[src/rtl/serial_addsub_ctrl.sv]
// serial_addsub_ctrl
// Bit-serial adder/subtractor sequencer. Two WIDTH-bit operands are latched
// on an accepted start and fed LSB-first, one bit per clock, through a single
// 1-bit add/sub cell. The carry/borrow between bits lives in a flop, and the
// result is assembled in a right-shifting register. The result and the final
// carry/borrow are published when the last bit is processed. They are then
// held until the next accepted start.
module serial_addsub_ctrl #(
  parameter int WIDTH = 8
) (
  input  logic             clk,
  input  logic             resetN,
  input  logic             start,
  input  logic             modeAddSubtract,
  input  logic             modeHalfFull,
  input  logic             carryborrowIn,
  input  logic [WIDTH-1:0] a,
  input  logic [WIDTH-1:0] b,
  output logic             busy,
  output logic             done,
  output logic [WIDTH-1:0] sumdiff,
  output logic             carryborrowOut
);

  localparam int CW = (WIDTH > 1) ? $clog2(WIDTH) : 1;
  localparam logic [CW-1:0] LAST_BIT = CW'(WIDTH - 1);

  typedef enum logic [1:0] {
    S_IDLE = 2'b00,
    S_RUN  = 2'b01,
    S_DONE = 2'b10
  } state_t;

  state_t           r_state;
  state_t           w_state_nxt;

  logic [WIDTH-1:0] r_op_a;
  logic [WIDTH-1:0] r_op_b;
  logic [WIDTH-1:0] r_res;
  logic [CW-1:0]    r_cnt;
  logic             r_mode;
  logic             r_cb;
  logic             r_busy;
  logic             r_done;
  logic [WIDTH-1:0] r_sumdiff;
  logic             r_cbo;

  logic             w_x;
  logic             w_y;
  logic             w_s;
  logic             w_cout;
  logic             w_last;
  logic [WIDTH-1:0] w_res_nxt;

  // One-bit add/sub cell. With mode=1, the cout term becomes the borrow of x-y-c.
  assign w_x       = r_op_a[0];
  assign w_y       = r_op_b[0];
  assign w_s       = w_x ^ w_y ^ r_cb;
  assign w_cout    = (r_cb & (w_x ^ w_y ^ r_mode)) | ((w_x ^ r_mode) & w_y);
  assign w_res_nxt = {w_s, r_res[WIDTH-1:1]};
  assign w_last    = (r_state == S_RUN) && (r_cnt == LAST_BIT);

  // State register; the reset aborts any operation in flight.
  always_ff @(posedge clk or negedge resetN) begin
    if (!resetN) begin
      r_state <= S_IDLE;
    end else begin
      r_state <= w_state_nxt;
    end
  end

  // Next-state logic. Start is only honoured in IDLE, and requests are never queued.
  always_comb begin
    w_state_nxt = r_state;
    case (r_state)
      S_IDLE: begin
        if (start) begin
          w_state_nxt = S_RUN;
        end else begin
          w_state_nxt = S_IDLE;
        end
      end
      S_RUN: begin
        if (r_cnt == LAST_BIT) begin
          w_state_nxt = S_DONE;
        end else begin
          w_state_nxt = S_RUN;
        end
      end
      S_DONE:  w_state_nxt = S_IDLE;
      default: w_state_nxt = S_IDLE;
    endcase
  end

  // Status flags are registered from the next state so they align with it.
  always_ff @(posedge clk or negedge resetN) begin
    if (!resetN) begin
      r_busy <= 1'b0;
      r_done <= 1'b0;
    end else begin
      r_busy <= (w_state_nxt == S_RUN);
      r_done <= (w_state_nxt == S_DONE);
    end
  end

  // Operand latch, serial shifting, carry flop, bit counter and result publish.
  always_ff @(posedge clk or negedge resetN) begin
    if (!resetN) begin
      r_op_a    <= {WIDTH{1'b0}};
      r_op_b    <= {WIDTH{1'b0}};
      r_res     <= {WIDTH{1'b0}};
      r_cnt     <= {CW{1'b0}};
      r_mode    <= 1'b0;
      r_cb      <= 1'b0;
      r_sumdiff <= {WIDTH{1'b0}};
      r_cbo     <= 1'b0;
    end else begin
      case (r_state)
        S_IDLE: begin
          if (start) begin
            r_op_a    <= a;
            r_op_b    <= b;
            r_mode    <= modeAddSubtract;
            // HALF mode forces the initial carry/borrow to zero.
            r_cb      <= carryborrowIn & modeHalfFull;
            r_res     <= {WIDTH{1'b0}};
            r_cnt     <= {CW{1'b0}};
            r_sumdiff <= {WIDTH{1'b0}};
            r_cbo     <= 1'b0;
          end else begin
            r_cnt     <= r_cnt;
          end
        end
        S_RUN: begin
          r_op_a <= {1'b0, r_op_a[WIDTH-1:1]};
          r_op_b <= {1'b0, r_op_b[WIDTH-1:1]};
          r_res  <= w_res_nxt;
          r_cb   <= w_cout;
          if (w_last) begin
            r_sumdiff <= w_res_nxt;
            r_cbo     <= w_cout;
            r_cnt     <= r_cnt;
          end else begin
            r_cnt     <= r_cnt + CW'(1);
          end
        end
        S_DONE: begin
          r_cnt <= r_cnt;
        end
        default: begin
          r_cnt <= {CW{1'b0}};
        end
      endcase
    end
  end

  assign busy           = r_busy;
  assign done           = r_done;
  assign sumdiff        = r_sumdiff;
  assign carryborrowOut = r_cbo;

endmodule
[config.mk]
export PLATFORM = sky130hd
export DESIGN_NAME = serial_addsub_ctrl
export DESIGN_NICKNAME = d
export VERILOG_FILES = /design/src/rtl/serial_addsub_ctrl.sv
export SDC_FILE = /design/constraint.sdc
export NUM_CORES = 1
export LEC_CHECK = 0
export CAP_MARGIN = 20
export CORE_MARGIN = 2
export CORE_UTILIZATION = 55
export CTS_CLUSTER_SIZE = 10
export DETAILED_ROUTE_END_ITERATION = 8
export GPL_TIMING_DRIVEN = 0
export MAX_ROUTING_LAYER = met4
export PLACE_DENSITY = 0.91
export SLEW_MARGIN = 20
export SYNTH_ARGS = -nofsm -noshare
export SYNTH_HDL_FRONTEND = slang
export SYNTH_SLANG_ARGS = --single-unit
export TNS_END_PERCENT = 5
[constraint.sdc]
create_clock -name clk -period 3.35 [get_ports clk]
set_clock_uncertainty 0.1 [all_clocks]
set_input_delay 0.5025 -clock clk [delete_from_list [all_inputs] [get_ports clk]]
set_output_delay 0.5025 -clock clk [all_outputs]
set_load 0.1 [all_outputs]
After elaboration in Yosys (flattened, before gate mapping)
Index checks and enable logic that the tools add are counted.
Word-level totals
  bits in registers: 42
  input port bits: 22
  output and inout bits: 11
  word-level logic and storage cells: 55
Cells by class
  add/subtract/negate cells: 1
  equal/unequal tests: 8
  mux-type cells: 19
  bitwise gates (word level): 9
  reduce and logical (&&, ||, !) cells: 7
Operator list (number)
  $pmux W8 S2: 4
  $mux W8: 4
  $pmux W3 S3: 1
  $mux W3: 2
  $ne A2 B2 Y1 const B: 3
  $reduce_and A3 Y1: 2
  $eq A2 B1 Y1 const B: 2
  $eq A2 B2 Y1 const B: 2
  $mux W1: 4
  $pmux W1 S2: 2
  $pmux W2 S2: 1
  $reduce_and A2 Y1: 2
  $xor A1 B1 Y1: 4
  $add A3 B1 Y3 const B: 1
  $and A1 B1 Y1: 3
  $eq A3 B3 Y1 const B: 1
  $logic_not A2 Y1: 1
  $mux W2: 1
  $reduce_bool A2 Y1: 1
  $logic_and A1 B1 Y1: 1
  $not A1 Y1: 1
  $or A1 B1 Y1: 1

Logic depth before layout (Yosys ltp)
  word-level depth: 6
  depth in mapped cells: 6

Least setup slack after synthesis
No wires, ideal clock.
  kind: register to register
  from: reg r_cnt[0]
  to: reg r_cbo, in the netlist carryborrowOut
  library setup time: 0.126 ns
  arrival: 1.549 ns
  setup slack: 1.575 ns
  cell stages (with the launch flop): 7
  buffers on the path: 1
  clock period less this slack: 1.775 ns
  cells stage by stage: dfrtp_1 > ha_1 > ha_1 > clkbuf_2 > mux2i_4 > nor2_8 > mux2_4
On the way
  cells in the longest elaborated chain, start to end: 4
Ends and longest elaborated chain
  start, declared: RTL line 40  | logic [CW-1:0] r_cnt;
  start signal, assigned: RTL line 112  | r_cnt <= {CW{1'b0}};
  start signal, assigned: RTL line 127  | r_cnt <= {CW{1'b0}};
  start signal, assigned: RTL line 131  | r_cnt <= r_cnt;
  $eq A3 B3 Y1: RTL line 61  | assign w_last = (r_state == S_RUN) && (r_cnt == LAST_BIT);
  $logic_and A1 B1 Y1: RTL line 61
  $ne A2 B2 Y1 (no source line)
  $reduce_and A3 Y1 (no source line)
  end signal, assigned: RTL line 141  | r_cbo <= w_cout;
  end, declared: RTL line 46  | logic r_cbo;
Every way passes these cells.
A chain may end at the register's enable or synchronous reset.

Final worst setup path
  from: reg r_sumdiff[0], in the netlist sumdiff[0]
  to: out sumdiff[0]
RTL lines
  start, declared: RTL line 45  | logic [WIDTH-1:0] r_sumdiff;
  start signal, assigned: RTL line 115  | r_sumdiff <= {WIDTH{1'b0}};
  start signal, assigned: RTL line 128  | r_sumdiff <= {WIDTH{1'b0}};
  start signal, assigned: RTL line 140  | r_sumdiff <= w_res_nxt;
  end, declared: RTL line 21  | output logic [WIDTH-1:0] sumdiff,
No word-level cell between the ends.

==> impl_results.md <==
- Cts bufs inserted: 5
- Final Hold Viols: 0
- DR iter-0 viols: about 110
- Largest net degree at the start of global routing: 30
- CTS tree: built
- Skew-Pair Late Insertion Delay: 0.34 ns
- Post-synthesis sequential area ratio: 55.5%
- P_sw: 976 µW
- YS warnings: 0
- DPL Wire Length: ~2500 µm
- Post-route DRC: 0
- Detail Route met2 WL: 1640 µm
- Worst stage delay on the critical path: 1.14 ns
- Max clock buf depth: 2
- Met3 wire length: 217 µm
- Cell variety after synth: 33
- Max cap viols: 0
- WL/cell: 14.1 µm
- Top sig layer: met4
- Post-CTS resize count: 0
- Worst Setup End Kind: output port
- Crit. path cell count: 1
- Setup violators final: 0
- Pre-CTS setup slack: between 1 and 1.5 ns
- CP top delay family: buffers and inverters
- Post-synthesis compound-gate area fraction: 16.5%
- XOR/XNOR share of the synthesized area: ~2.2%
- Clock sinks: 41
- Post-synth EDFFs: 0
- Worst path bufs/invs: 1
- Inserted Diodes: 0
- I/O pins: 33
- TritonRoute pass-1 iters: 4
- Cell Chain, Critical Path: clkdlybuf4s50_1
- Pwr Density: 942 mW/mm²
- TNS Setup: 0 ns
- Core Box Area: 0.00328 mm²
- Clock share of power: 11.2%
- Die width: 62.0 µm
- Min Tclk post-route: 2.45 ns
- Starting Density: 56.3%
- Post-synthesis simple-gate area fraction: 11.9%
- Status: completed
- Final Power: 2170 µW
- Post-Synth Adder-Cell Area: between 1 and 1.5%
- Synth top area share: 55.5%
- Drt via density: 5.28
- Top cells by area in the synthesized netlist: dfrtp_1 (55%), nand2_1 (6.3%), a22oi_1 (5.7%)
- Met1 Routed Length: 1680 µm
- Worst setup path class: reg -> out
- Area grow syn2layout: 24.8%
- Share of cells above drive strength 1: 11.5%
- All-Layer GR Usage: 21.8%
- GRT overflow: 0
- Port Buffers: 32
- Row cnt: 21
- Antenna violations before repair: 0
- Post-synth top area cell: dfrtp_1
- Synth cell count leaders: dfrtp_1 (41), nand2_1 (31), o21ai_0 (16)
- Die H: 62.0 µm
- CP Max Fanout: 2
- Combinational share of power: 51.8%
- Reg2reg path depth: 6
- Hold Path Class: reg -> reg
- Cell area after synthesis: 0.00185 mm²
- FFs w/ async S/R, synth: 100%
- Worst Slack Setup Final: around 0.90 ns
- Vias in the first global route: 1348
- Switching share of power: 44.9%
- First-pass GRT wire length: 5910 µm
- Slew @ Worst Pin: 0.972 ns
- Mux cell area share after synthesis: 7.78%
- Synth Instances: 167
- Main synth FF type: dfrtp_1
- Via count: about 1300
- Seq cells post-synth: 41
- Maximum VDD drop: roughly 0.76 mV
- Slew Limit Headroom: 35.0%
- Htree depth: 2
- Hold depth: 2
- Flop pwr share: ~37%
- Achievable Freq: between 400 and 500 MHz
- Fillcell total: between 200 and 300
- Internal: 1200 µW
- Routed Antenna Nets: 0
- DRT Wirelength: 3570 µm
- Fin crit share: 73.1%
- Slowest-stage cell, CP: clkdlybuf4s50_1
- Leakage Power: 0.00102 µW
- Count leader, synth: dfrtp_1
- Root buffer cell: clkbuf_4
- RSZ-0062 raised after global routing: false
- Syn_nets: ~190
- Critical Path Source Type: register
- Largest family of logic cells by synthesized area: compound AO/OA/AOI/OAI gates
- Placer Congestion: between 0.7 and 0.8
- Clk pin slew, worst setup/hold paths: 0.11 ns
- Avg Cell Area, Syn: 11.1 µm²
- Req. time, crit path: 2.75 ns
- NumNets Final: between 200 and 250
- Die Area: 0.00384 mm²
- Crit path DAT: 1.85 ns
- Slew Viols, Final: 0
[timing repair]
action / in CTS / in global routing
setup buffers: 0 / 0
endpoints found under the hold margin: 12 / 0
hold buffers: 1 / 0
[layout by cell type, fill, tap and decap left out, types with 2 or more instances in the layout]
| cell type | count |
|---|---|
| dfrtp_1 | 41 |
| a22o_1 | 3 |
| xnor2_1 | 2 |
| buf_2 | 5 |
| clkbuf_1 | 4 |
| nor3_1 | 2 |
| nor2b_1 | 4 |
| mux2i_1 | 8 |
| o21ai_0 | 16 |
| nor2_1 | 3 |
| ha_1 | 2 |
| inv_1 | 7 |
| buf_4 | 2 |
| o2bb2ai_1 | 2 |
| and2b_1 | 2 |
| a21oi_1 | 4 |
| a22oi_1 | 14 |
| clkbuf_4 | 5 |
| mux2_4 | 2 |
| o31ai_1 | 2 |
| nand2_1 | 31 |
| clkdlybuf4s50_1 | 31 |
[power by group through the flow]
stage	registers, µW	clock network [µW]	logic, µW
floorplan	1120	0	545
global placement	804	0	1100
detailed placement	810	0	1140
CTS	803	250	1140
global route	828	269	1230
finish	804	242	1130
[flip-flops by register name, indices dropped and copies added (netlist names)]
name,flops
sumdiff,8
r_state,2
busy,1
r_op_a,8
carryborrowOut,1
r_op_b,8
r_cb,1
r_res,7
r_mode,1
r_cnt,3
done,1
[area by class of cell]
type                            count  area [µm²]  area share, %
Tap cell                           46        57.6           2.49
Buffer                             11        62.6           2.71
Inverter                            7        26.3           1.14
Sequential cell                    41        1030           44.5
Multi-Input combinational cell    108         734           31.8
Timing Repair Buffer               34         345           15.0
Clock buffer                        7        55.1           2.39
[worst paths after layout]
kind	start	to	slack, ns
worst min register to register	r_op_b[2]	r_op_b[2]	0.40
max in group asynchronous	resetN	r_res[5]	2.23
min in group asynchronous	resetN	r_op_b[6]	0.48
worst min-delay path	r_op_b[2]	r_op_b[2]	0.40
worst max-delay path	sumdiff[0]	sumdiff[0]	0.90
worst max register to register	r_cnt[0]	sumdiff[7]	1.45
[per-layer routing]
layer / up-vias / GRT usage (%)
met1: 644 / 27.4
li1: 660 / -
met2: 33 / 34.8
met4: 0 / 7.29
met3: 5 / 4.97
met5: - / -
[metrics by stage]
step / utilization, % / area [µm²] / instances / hold slack (ns)
2_1_floorplan: - / 1850 / 167 / 0.107
3_3_place_gp: 67.8 / 2230 / 245 / 0.361
3_5_place_dp: 68.3 / 2240 / 246 / 0.315
4_1_cts: 70.2 / 2310 / 254 / 0.395
5_1_grt: 70.2 / 2310 / 254 / 0.428
6_report: 70.2 / 2310 / 254 / 0.396
[logic make-up (layout without fill, tap and decap cells)]
| family | Yosys count | after routing |
|---|---|---|
| AOI/OAI and AO/OA | 46 | 46 |
| buffers and inverters | 18 | 59 |
| DFF | 41 | 41 |
| and+or+nand+nor | 45 | 45 |
| xor gates and xnor gates | 3 | 3 |
| muxes | 12 | 12 |
| adders and majority gates | 2 | 2 |
Power figures use the tool's default switching activity.
==> edit 1, RTL diff (same flow settings) <==
Reset style: synchronous (`resetN`), changed in 3 clocked blocks.
--- a/src/rtl/serial_addsub_ctrl.sv
+++ b/src/rtl/serial_addsub_ctrl.sv
@@ -62,5 +62,5 @@
 
   // State register; the reset aborts any operation in flight.
-  always_ff @(posedge clk or negedge resetN) begin
+  always_ff @(posedge clk) begin
     if (!resetN) begin
       r_state <= S_IDLE;
@@ -94,5 +94,5 @@
 
   // Status flags are registered from the next state so they align with it.
-  always_ff @(posedge clk or negedge resetN) begin
+  always_ff @(posedge clk) begin
     if (!resetN) begin
       r_busy <= 1'b0;
@@ -105,5 +105,5 @@
 
   // Operand latch, serial shifting, carry flop, bit counter and result publish.
-  always_ff @(posedge clk or negedge resetN) begin
+  always_ff @(posedge clk) begin
     if (!resetN) begin
       r_op_a    <= {WIDTH{1'b0}};
Behaviour: differs if resetN is asserted again (counterexample within 4 cycles, from zero or initial values and one cycle with resetN low); with resetN held inactive, the same outputs for 10 cycles.
==> edit 1 against the original RTL <==
Sequential cell count stayed put; critical endpoint is now sumdiff[1]; worst setup slack better by 0.022 ns; final area is 8.1% lower; synthesized cell count is 11% higher; first-iteration DRC count is 53% lower; wire length is 0.42% higher; area after synthesis is 7.9% lower.
Power is not compared: it rests on default switching activity, and its combinational part moved more than twofold at a synthesized area within 25%.
==> edit 1: results (changes against the original RTL) <==
| Metric | Value |
|---|---|
| Status | finished clean (unchanged) |
| DP Worst Slack | 1.26 ns (was 1.17 ns) |
| Top cells by count, synth | dfxtp_1 (41), o21ai_0 (29), a21oi_1 (24) (was dfrtp_1 (41), nand2_1 (31), o21ai_0 (16)) |
| H-tree Lvls | 2 (unchanged) |
| Post-synthesis sequential area ratio | 48.2% (was 55.5%) |
| Synth Area in Adders | 1.47% (was 1.35%) |
| Vias in the first global route | 1326 (was 1348) |
| Synth Area in XOR/XNOR | 1.91% (was 2.17%) |
| Worst Setup SP | sumdiff[1] (was sumdiff[0]) |
| Multi-input logic area | 788 um^2 (was 734 um^2) |
| Largest net degree at the start of global routing | 14 (was 30) |
| Met1 WL | 1.72 mm (was 1.68 mm) |
| TritonRoute pass-1 iters | 4 (unchanged) |
| Reg2reg start | r_cnt[0] (unchanged) |
| Met1 GRT Util | 27.6% (was 27.4%) |
| Post-DP HPWL | 2.59 mm (was 2.54 mm) |
| Data buffer area share | 18.5% (was 17.7%) |
| Compound-Gate Fraction of Synth Area | 28.8% (was 16.5%) |
| Clock buffer cells | 5 (was 7) |
| Non-clk invs | 6 (was 7) |
| Ys async rst share | 0% (was 100%) |
| Met2 routed WL | 1.67 mm (was 1.64 mm) |
| GRT Total Usage | 21.6% (was 21.8%) |
| Nonclk buf count | 46 (was 45) |
| Cell variety after synth | 31 (was 33) |
| Total wire length | 3.59 mm (was 3.57 mm) |
| Sequential share of power | 58.3% |
| Hold_sp | sumdiff[7] (was r_op_b[2]) |
| Grt met3 use | 6.55% (was 4.97%) |
| Final Net Count | 248 (was 232) |
| Clk tree area frac | 2.60% (was 2.39%) |
| Mux contribution to synthesized area | 1.76% (was 7.78%) |
| GP Congestion | 0.852 (was 0.774) |
| DR WL met3 | 162 um (was 217 um) |
| Share of cells above drive strength 1 | 7.56% (was 11.5%) |
| Drt via density | 5.82 (was 5.28) |
| # fillers | 239 (was 254) |
| WP data arrival | 1.82 ns (was 1.85 ns) |
| Reg area | 821 um^2 (was 1030 um^2) |
| Relative slew slack | 34.8% (was 35.0%) |
| First-pass GRT wire length | 5.66 mm (was 5.91 mm) |
| Slowest cell delay on critical path | 1.14 ns (about the same) |
| Drt first-iter violations | 50 (was 106) |
| Top FF cell, synth | dfxtp_1 (was dfrtp_1) |
| GRT met2 Usage | 33.7% (was 34.8%) |
## edit 1: cell types whose count changed in the layout (fill, tap and decap cells not counted), moves of 4 or more
cell      unedited run  this run
nand4_1              0         8
o21ai_0             16        29
a211oi_1             0         4
mux2i_1              8         3
dfrtp_1             41         0
nor2_1               3        10
a22oi_1             14         9
o22ai_1              0        11
clkbuf_1             4         8
a21oi_1              4        24
nand2_1             31         0
dfxtp_1              0        41
## edit 1: per-stage QoR
stage | std cells | util, % | area (um^2)
floorplan | 185 | - | 1700
global placement | 250 | 68.8 | 2060
detailed placement | 250 | 68.8 | 2060
CTS | 258 | 70.6 | 2120
global route | 258 | 70.6 | 2120
finish | 258 | 70.6 | 2120
## edit 1: worst paths after layout
check	depth (start not counted)	endpoint	slack, ns
worst max-delay path	1	sumdiff[1]	0.92
worst min-delay path	2	sumdiff[7]	0.39
worst max register to register	5	sumdiff[5]	1.52
worst min register to register	2	sumdiff[7]	0.39
==> edit 2, RTL diff (same flow settings) <==
Made on the original files. Change the parameter `WIDTH` from 8 to 4.
--- a/src/rtl/serial_addsub_ctrl.sv
+++ b/src/rtl/serial_addsub_ctrl.sv
@@ -7,5 +7,5 @@
 // held until the next accepted start.
 module serial_addsub_ctrl #(
-  parameter int WIDTH = 8
+  parameter int WIDTH = 4
 ) (
   input  logic             clk,
Interface: changed (resized a, b and sumdiff); port bits go from 33 to 21. The function was not compared with the original's and may differ.
==> edit 2 against the original RTL <==
Wire length shrank 45%; final area shrank 41%; die area shrank 38%; total power shrank 35%; via count shrank 39%; combinational power shrank 32%; sequential cell count shrank 17; area after synthesis shrank 41%; worst setup slack lost 0.0056 ns; non-clock buffer count shrank 20; maximum frequency shrank 0.23%; critical path type unchanged.
==> edit 2: results (changes against the original RTL) <==
| Metric | Value |
|---|---|
| Total wire length | 1.96 mm (was 3.57 mm) |
| Grt met3 use | 4.94% (was 4.97%) |
| Met1 WL | 909 um (was 1.68 mm) |
| Ranking of synthesized cells by area | dfrtp_1 (55%), a22o_1 (8.0%), nand2_1 (5.1%), a31oi_1 (3.4%), xnor2_1 (3.2%) (was dfrtp_1 (55%), nand2_1 (6.3%), a22oi_1 (5.7%), mux2i_1 (4.3%), o21ai_0 (4.3%)) |
| Top cells by count, synth | dfrtp_1 (24), nand2_1 (15), a22o_1 (10) (was dfrtp_1 (41), nand2_1 (31), o21ai_0 (16)) |
| Pleak | 0.630 nW (was 1.02 nW) |
| Non-clk invs | 6 (was 7) |
| Post-Syn Area per Cell | 10.6 um^2 (was 11.1 um^2) |
| Post-synthesis sequential area ratio | 54.7% (was 55.5%) |
| Routed wire length per instance | 12.6 um (was 14.1 um) |
| GRT met2 Usage | 31.1% (was 34.8%) |
| Post-route cell area | 1360 um^2 (was 2310 um^2) |
| Clk tree area frac | 2.66% (was 2.39%) |
| Number of port buffers | 20 (was 32) |
| Nonclk buf count | 25 (was 45) |
| Drt first-iter violations | 12 (was 106) |
| Sequential share of power | 35.2% (was 37.0%) |
| Clock latency on the worst-skew pair | 0.31 ns (was 0.34 ns) |
| DP Worst Slack | 1.25 ns (was 1.17 ns) |
| Count of multi-input gates | 69 (was 108) |
| Relative slew slack | 35.6% (was 35.0%) |
| CTS buffer count | 3 (was 5) |
| First-pass GRT wire length | 3.53 mm (was 5.91 mm) |
| Final Net Count | 144 (was 232) |
| Post-CTS Setup Inserts | 0 (unchanged) |
| Comb pwr share | 54.1% (was 51.8%) |
| Switching share of power | 46.3% (was 44.9%) |
| VDD IR-drop max | 0.563 mV (was 0.761 mV) |
| Largest net degree at the start of global routing | 25 (was 30) |
| DR WL met3 | 87 um (was 217 um) |
| Share of cells above drive strength 1 | 12.5% (was 11.5%) |
| Clock Sinks | 24 (was 41) |
| Critical path fanouts, max | 3 (was 2) |
| Vias in the first global route | 797 (was 1348) |
| Seq/total area | 44.0% (was 44.5%) |
| Placed cell areas | 1330 um^2 (was 2240 um^2) |
| Data buffer area share | 16.8% (was 17.7%) |
| Dpl cells | 151 (was 246) |
| # fillers | 148 (was 254) |
| Multi-input logic area | 442 um^2 (was 734 um^2) |
| Met2 routed WL | 953 um (was 1.64 mm) |
| GP Congestion | 0.771 (was 0.774) |
| Total number of vias | 824 (was 1342) |
| CTS clock-pin slew for the worst setup and hold paths | 0.13 ns (was 0.11 ns) |
| Syn_nets | 119 (was 191) |
| Comb group | 0.000767 W (was 0.00113 W) |
| H-tree Lvls | 1 (was 2) |
| Clock buffer cells | 4 (was 7) |
| GRT Total Usage | 19.6% (was 21.8%) |
| Status | finished clean (unchanged) |
| HP Class | in2async (was reg2reg) |
| Met1 GRT Util | 24.8% (was 27.4%) |
| Synthesized cell area | 1100 um^2 (was 1850 um^2) |
edit 2: cell families (layout without fill, tap and decap cells):
family,after synthesis,after routing,share of synthesized area [%]
flip-flops,24,24,54.7
XOR/XNOR,4,4,3.19
multiplexers,2,2,2.28
adder cells (fa/ha/maj),2,2,2.16
buffers and inverters,11,35,5.12
AO/OA/AOI/OAI,28,28,18.0
AND/OR/NAND/NOR,33,33,14.6
edit 2: path summary, 6_finish.rpt:
kind | from | end | slack (ns) | cells after the start
min in group clk | r_res[1] | r_res[1] | 0.42 | 1
worst max register to register | r_cnt[0] | sumdiff[2] | 1.82 | 4
worst max-delay path | sumdiff[0] | sumdiff[0] | 0.90 | 1
worst min register to register | r_res[1] | r_res[1] | 0.42 | 1
worst min-delay path | resetN | r_state[0] | 0.04 | 1
max in group asynchronous | resetN | r_op_b[0] | 2.76 | 1
